**config.mk**
```make
export PLATFORM = sky130hd
export DESIGN_NAME = output_unloader_flat
export DESIGN_NICKNAME = d
export VERILOG_FILES = /design/src/rtl/output_unloader_if.sv /design/src/rtl/output_unloader.sv /design/src/flat_wrapper.sv
export SDC_FILE = /design/constraint.sdc
export NUM_CORES = 1
export LEC_CHECK = 0
export BUFFER_PORTS_ARGS = -buffer_cell sky130_fd_sc_hd__buf_2
export CORE_UTILIZATION = 55
export DETAILED_ROUTE_END_ITERATION = 16
export GPL_ROUTABILITY_DRIVEN = 0
export PLACE_DENSITY = 0.8
export SLEW_MARGIN = 10
export SYNTH_ARGS = -nofsm -noshare
export SYNTH_HDL_FRONTEND = slang
export SYNTH_SLANG_ARGS = --single-unit
```
**constraint.sdc**
```tcl
create_clock -name clock -period 3.4 [get_ports clock]
set_input_delay 0.34 -clock clock [delete_from_list [all_inputs] [get_ports clock]]
set_output_delay 0.34 -clock clock [all_outputs]
set_load 0.01 [all_outputs]
```
**src/rtl/output_unloader_if.sv**
```systemverilog
// output_unloader_if: valid/ready distance stream leaving the output unloader.
// master drives the word and its flags, slave returns out_ready.
interface output_unloader_if #(
  parameter int DATA_W = 16
);
  logic              out_valid;
  logic              out_ready;
  logic [DATA_W-1:0] out_data;
  logic              out_last;
  logic              out_unreach;

  modport master (
    output out_valid,
    output out_data,
    output out_last,
    output out_unreach,
    input  out_ready
  );

  modport slave (
    input  out_valid,
    input  out_data,
    input  out_last,
    input  out_unreach,
    output out_ready
  );
endinterface

```
**src/rtl/output_unloader.sv**
```systemverilog
// output_unloader: after the Bellman-Ford core raises Finish, reads the Output
// Memory in address order and streams one distance word per node over a
// valid/ready interface. A NegCycle rise aborts or pre-empts the stream and sets
// a sticky neg_flag. Per-run summary: unreachable count and largest finite distance.
// Optional feature: define OUTPUT_UNLOADER_CHECKSUM_EN to append a 16-bit
// wrapping-sum word after the last distance word (out_last moves onto it).
module output_unloader #(
  parameter int                ADDR_W  = 13,
  parameter int                DATA_W  = 16,
  parameter logic [DATA_W-1:0] UNREACH = '1
) (
  input  logic                      clock,
  input  logic                      reset,
  input  logic                      Finish,
  input  logic                      NegCycle,
  input  logic [ADDR_W:0]           num_nodes,
  output logic [ADDR_W-1:0]         OMAR,
  input  logic [DATA_W-1:0]         OMDR,
  output_unloader_if.master         strm,
  output logic                      busy,
  output logic                      done,
  output logic                      neg_flag,
  output logic [ADDR_W:0]           unreach_cnt,
  output logic [DATA_W-1:0]         max_dist
);

  typedef enum logic [1:0] {
    IDLE,
    STREAM,
    DRAIN,
    NEG
  } state_t;

  localparam logic [ADDR_W:0] PTR_ONE = {{ADDR_W{1'b0}}, 1'b1};
  localparam logic [ADDR_W:0] NMAX    = {1'b1, {ADDR_W{1'b0}}};

  state_t          state;
  logic            fin_d1, fin_d2;
  logic            neg_d1, neg_d2;
  logic            fin_rise, neg_rise;
  logic [ADDR_W:0] rd_ptr;
  logic [ADDR_W:0] last_idx;
  logic [ADDR_W:0] n_last;
  logic            load;
  logic            at_last;
  logic            word_unreach;
`ifdef OUTPUT_UNLOADER_CHECKSUM_EN
  logic [DATA_W-1:0] cks;
  logic              cks_pend;
`endif

  assign fin_rise     = fin_d1 & ~fin_d2;
  assign neg_rise     = neg_d1 & ~neg_d2;
  assign load         = !strm.out_valid || strm.out_ready;
  assign at_last      = (rd_ptr == last_idx);
  assign word_unreach = (OMDR == UNREACH);

  // Last node index for the requested count: 0 behaves as 1, oversize clamps to full memory.
  always_comb begin
    n_last = num_nodes - PTR_ONE;
    if (num_nodes == '0) begin
      n_last = '0;
    end else if (num_nodes > NMAX) begin
      n_last = NMAX - PTR_ONE;
    end
  end

  // Read address follows the pointer only while streaming so the core keeps the port otherwise.
  always_comb begin
    OMAR = '0;
    if (state == STREAM) begin
      OMAR = rd_ptr[ADDR_W-1:0];
    end
  end

  // Edge detectors, unload FSM, output word register and per-run statistics.
  always_ff @(posedge clock or posedge reset) begin
    if (reset) begin
      state            <= IDLE;
      fin_d1           <= 1'b0;
      fin_d2           <= 1'b0;
      neg_d1           <= 1'b0;
      neg_d2           <= 1'b0;
      rd_ptr           <= '0;
      last_idx         <= '0;
      strm.out_valid   <= 1'b0;
      strm.out_data    <= '0;
      strm.out_last    <= 1'b0;
      strm.out_unreach <= 1'b0;
      busy             <= 1'b0;
      done             <= 1'b0;
      neg_flag         <= 1'b0;
      unreach_cnt      <= '0;
      max_dist         <= '0;
`ifdef OUTPUT_UNLOADER_CHECKSUM_EN
      cks              <= '0;
      cks_pend         <= 1'b0;
`endif
    end else begin
      fin_d1 <= Finish;
      fin_d2 <= fin_d1;
      neg_d1 <= NegCycle;
      neg_d2 <= neg_d1;
      done   <= 1'b0;

      case (state)
        IDLE: begin
          if (neg_rise) begin
            state    <= NEG;
            busy     <= 1'b1;
            neg_flag <= 1'b1;
          end else if (fin_rise) begin
            state       <= STREAM;
            busy        <= 1'b1;
            last_idx    <= n_last;
            rd_ptr      <= '0;
            unreach_cnt <= '0;
            max_dist    <= '0;
`ifdef OUTPUT_UNLOADER_CHECKSUM_EN
            cks         <= '0;
            cks_pend    <= 1'b0;
`endif
          end
        end

        STREAM: begin
          if (neg_rise) begin
            strm.out_valid <= 1'b0;
            state          <= NEG;
            neg_flag       <= 1'b1;
          end else if (load) begin
            strm.out_valid   <= 1'b1;
            strm.out_data    <= OMDR;
            strm.out_unreach <= word_unreach;
`ifdef OUTPUT_UNLOADER_CHECKSUM_EN
            // The final flag belongs to the trailing checksum word, never a distance word.
            strm.out_last    <= 1'b0;
            cks              <= cks + OMDR;
            cks_pend         <= at_last;
`else
            strm.out_last    <= at_last;
`endif
            if (word_unreach) begin
              unreach_cnt <= unreach_cnt + PTR_ONE;
            end else if (OMDR > max_dist) begin
              max_dist <= OMDR;
            end
            rd_ptr <= rd_ptr + PTR_ONE;
            if (at_last) begin
              state <= DRAIN;
            end
          end
        end

        DRAIN: begin
          if (neg_rise) begin
            strm.out_valid <= 1'b0;
            state          <= NEG;
            neg_flag       <= 1'b1;
`ifdef OUTPUT_UNLOADER_CHECKSUM_EN
            cks_pend       <= 1'b0;
          end else if (cks_pend) begin
            // Last distance word still occupies the register; swap in the sum once it is taken.
            if (strm.out_ready) begin
              strm.out_data    <= cks;
              strm.out_unreach <= 1'b0;
              strm.out_last    <= 1'b1;
              cks_pend         <= 1'b0;
            end
`endif
          end else if (strm.out_valid && strm.out_ready) begin
            strm.out_valid <= 1'b0;
            strm.out_last  <= 1'b0;
            done           <= 1'b1;
            busy           <= 1'b0;
            state          <= IDLE;
          end
        end

        NEG: begin
          done  <= 1'b1;
          busy  <= 1'b0;
          state <= IDLE;
        end

        default: state <= IDLE;
      endcase
    end
  end

endmodule

```
**src/flat_wrapper.sv**
```systemverilog
// flat-port wrapper written by rule: the top's interface ports become plain ports
module output_unloader_flat 
#(
  parameter int                ADDR_W  = 13,
  parameter int                DATA_W  = 16,
  parameter logic [DATA_W-1:0] UNREACH = '1
)
  (clock, reset, Finish, NegCycle, num_nodes, OMAR, OMDR, busy, done, neg_flag, unreach_cnt, max_dist, strm_out_valid, strm_out_data, strm_out_last, strm_out_unreach, strm_out_ready);
  output_unloader_if #(.DATA_W(DATA_W)) strm_i ();
  input  logic clock;
  input  logic reset;
  input  logic Finish;
  input  logic NegCycle;
  input  logic [ADDR_W:0] num_nodes;
  output logic [ADDR_W-1:0] OMAR;
  input  logic [DATA_W-1:0] OMDR;
  output logic busy;
  output logic done;
  output logic neg_flag;
  output logic [ADDR_W:0] unreach_cnt;
  output logic [DATA_W-1:0] max_dist;
  output wire logic [$bits(strm_i.out_valid)-1:0] strm_out_valid;
  output wire logic [$bits(strm_i.out_data)-1:0] strm_out_data;
  output wire logic [$bits(strm_i.out_last)-1:0] strm_out_last;
  output wire logic [$bits(strm_i.out_unreach)-1:0] strm_out_unreach;
  input wire logic [$bits(strm_i.out_ready)-1:0] strm_out_ready;
  assign strm_out_valid = strm_i.out_valid;
  assign strm_out_data = strm_i.out_data;
  assign strm_out_last = strm_i.out_last;
  assign strm_out_unreach = strm_i.out_unreach;
  assign strm_i.out_ready = strm_out_ready;
  output_unloader #(.ADDR_W(ADDR_W), .DATA_W(DATA_W), .UNREACH(UNREACH)) u_core (.clock(clock), .reset(reset), .Finish(Finish), .NegCycle(NegCycle), .num_nodes(num_nodes), .OMAR(OMAR), .OMDR(OMDR), .strm(strm_i), .busy(busy), .done(done), .neg_flag(neg_flag), .unreach_cnt(unreach_cnt), .max_dist(max_dist));
endmodule
```
==> summary.txt <==
Pwr
  – VDD IR max: 0.000333 V
  – Power Density: 709 nW/um^2
  – Static leakage: 0.00274 uW

Clocking
  – Post-cts gate resize count: 0
  – Clock buffer count from CTS: 9
  – Root Driver: clkbuf_8
  – H-tree depth: 3
  – Clock Path Buffers: 2
  – CTS tree: built
  – Clock sink count: 86
  – Clock insertion delay at the later pin of the skew report: 0.37 ns
  – CTS clk-pin slew, worst paths: 0.09 ns
  – Post-CTS Hold Buffers: 0
  – Post-CTS setup buffers: 0

Placement
  – DP Area: 5280 um^2
  – DP HPWL: 7.82 mm
  – # port buffers: 99

Route
  – Vias post-DR: 3,898
  – Avg Vias per Cell: 5.69
  – DR iter-0 viols: 206
  – Total wire length: 10.4 mm
  – Residual DRC count: 0
  – DRT antenna net count: 0
  – Drt pass-1 iters: 4
  – WL per Instance: 15.2 um

Synth
  – Post-Synthesis Cells: 472
  – Post-synth EDFFs: 0
  – Yosys reg bits: 86
  – Yosys warnings: 0
  – Syn nets: 530
  – Leading area contributor after synthesis: dfrtp_1
  – Top FF cell, synth: dfrtp_1
  – Cell variety after synth: 44
  – Ranking of synthesized cells by area: dfrtp_1 46%, ha_1 6.2%, xor2_1 4.9%
  – Syn avg cell area: 9.86 um^2
  – Post-synth ARST share: 1.00
  – Register area share after synthesis: 0.462
  – Post-Syn Area: 4650 um^2
  – Top-area cell type share of the netlist area: 0.462

Die
  – Core Rows: 33
  – I/O Pins: 100
  – Core area: 8220 um^2
  – Die height: 94.0 um
  – Die area: 8830 um^2
  – Chip width: 94.0 um
  – Initial Utilization: 0.566

Setup path
  – CP max-delay cell: a21oi_1
  – CP Cell Sequence: inv_1 -> ha_1 -> a21oi_1 -> o21a_1 -> o221ai_1 -> a2111o_1 -> a21oi_1 -> a22o_1
  – Critical path arrival: 3.14 ns
  – Req. time, crit path: 3.70 ns
  – CP startpoint kind: flip-flop
  – Crit Path Category: reg2reg
  – Type of destination of the critical path: flip-flop
  – Max incr delay on CP: 0.90 ns
  – Family with the most delay on the worst path: compound AO/OA/AOI/OAI gates
  – Cell repeated most along the worst path: a21oi_1
  – Crit path buffers/inverters: 1
  – Worst-path fanout max: 15

Global routing
  – Total global routing overflow: 0
  – Total track usage: 0.258
  – Vias in the first global route: 3,751
  – Largest net degree at the start of global routing: 61
  – Initial antenna violation count: 0
  – First-pass GRT wire length: 17.6 mm

Final layout
  – Fillcell total: 687
  – Fin util: 0.667
  – # diodes: 0
  – Commonest non-fill, non-tap cell in the layout: buf_2
  – Area of the multi-input gates: 2350 um^2
  – Syn-to-layout area delta: 17.8%
  – Commonest cells after routing, fill and taps aside: 99 x buf_2, 86 x dfrtp_1, 41 x nor2_1, 39 x nand2_1, 29 x a21oi_1
  – Net count, final: 633
  – FF+latch area: 2150 um^2
  – Layout cells sized above 1: 0.245
  – Design area: 5480 um^2

Flow run
  – Number of max-cap violations: 0

STA
  – Fin. Hold Viols: 0
  – Fmax: 352 MHz
  – Count of pins over their slew limit: 0
  – Final worst-path cycle share: 0.835
  – Unrepaired setup endpoints after global routing: false
  – Max-Slew Margin vs Limit: 0.229
  – Minimum clock period: 2.84 ns
  – Max Clock Skew: 0.0138 ns
  – Post-route setup TNS: 0 ns
  – Slew @ Worst Pin: 1.16 ns
  – Hold_ws: 0.0792 ns
  – Final setup viols: 0

Min path
  – Min-Delay Path Class: in2reg

Outcome
  – Status: completed
-- worst reg2reg max path: cells and delay by family (launching register included) --
family | cells | cell delay, ns
AO/OA/AOI/OAI | 6 | 2.04
flip-flops | 1 | 0.39
adder cells (fa/ha/maj) | 1 | 0.28
buffers and inverters | 1 | 0.06
-- stage by stage --
step / cells / total power, uW / worst slack (ns)
final: 685 / 3890 / 0.562
after global routing: 685 / 4180 / 0.343
after CTS: 685 / 3900 / 0.592
after detailed placement: 669 / 3150 / 0.537
after global placement: 669 / 3080 / 0.573
after floorplan: 472 / 2630 / 0.838
-- state kept, by name, summed over array words and instances (netlist names) --
register / count
u_core.done: 1
u_core.neg_d2: 1
u_core.strm.out_data: 16
u_core.strm.out_valid: 1
u_core.max_dist: 16
u_core.unreach_cnt: 14
u_core.neg_d1: 1
u_core.rd_ptr: 14
u_core.last_idx: 14
u_core.neg_flag: 1
u_core.busy: 1
u_core.state: 2
u_core.strm.out_last: 1
u_core.strm.out_unreach: 1
u_core.fin_d1: 1
u_core.fin_d2: 1
-- layout make-up --
cell class              instances  share of cell area
clock buffers                  10              0.0233
clock inverters                 6              0.0144
inverters                      26              0.0180
multi-input cells             346               0.428
flip-flops and latches         86               0.393
well taps                     105              0.0240
repair buffers                106               0.100
-- per-layer routing --
metal	vias to the layer above	track usage	part of all wire
li1	1878	-	-
met1	1891	0.340	0.45
met2	111	0.428	0.49
met3	18	0.0348	0.043
met4	0	0.109	0.022
met5	-	0	0
-- Yosys cell counts, types with 2 or more instances --
| library cell | number |
|---|---|
| a22o_1 | 16 |
| a21o_1 | 5 |
| inv_1 | 26 |
| nor2b_1 | 6 |
| o21ai_0 | 24 |
| o21bai_1 | 2 |
| mux2_2 | 17 |
| nand2b_1 | 6 |
| a21boi_0 | 3 |
| clkbuf_1 | 10 |
| xnor2_1 | 13 |
| and4_1 | 5 |
| and2_1 | 17 |
| a211oi_1 | 5 |
| ha_1 | 23 |
| dfrtp_1 | 86 |
| nor4_1 | 6 |
| o41ai_1 | 2 |
| or3_1 | 7 |
| nand3_1 | 10 |
| nand2_1 | 39 |
| nor3_1 | 6 |
| xor2_1 | 26 |
| o221ai_1 | 2 |
| nand4_1 | 13 |
| and3_1 | 8 |
| a21oi_1 | 29 |
| nor2_1 | 41 |
| buf_2 | 4 |
-- power breakdown --
group          internal, uW  switching (uW)  leakage (uW)
clock                   355             392      0.000105
combinational           712             843       0.00155
sequential             1340             243       0.00109
total                  2410            1480       0.00274
-- logic make-up after synthesis --
kind of cell | after synthesis | share of synthesized area
AO/OA/AOI/OAI | 97 | 0.141
XOR/XNOR | 39 | 0.0734
adder cells (fa/ha/maj) | 23 | 0.0618
buffers and inverters | 40 | 0.0333
flip-flops | 86 | 0.462
multiplexers | 18 | 0.0433
AND/OR/NAND/NOR | 169 | 0.185
-- final timing paths --
kind | start | to | cells past startpoint | slack (ns)
setup / recovery | u_core.max_dist[7] | u_core.max_dist[9] | 8 | 0.56
hold / removal | NegCycle | u_core.neg_d1 | 1 | 0.08
setup reg to reg | u_core.max_dist[7] | u_core.max_dist[9] | 8 | 0.56
hold reg to reg | u_core.fin_d1 | u_core.fin_d2 | 0 | 0.41
max in group asynchronous | reset | u_core.rd_ptr[5] | 3 | 2.46
min in group asynchronous | reset | u_core.unreach_cnt[2] | 2 | 0.17
Power figures use the tool's default switching activity.
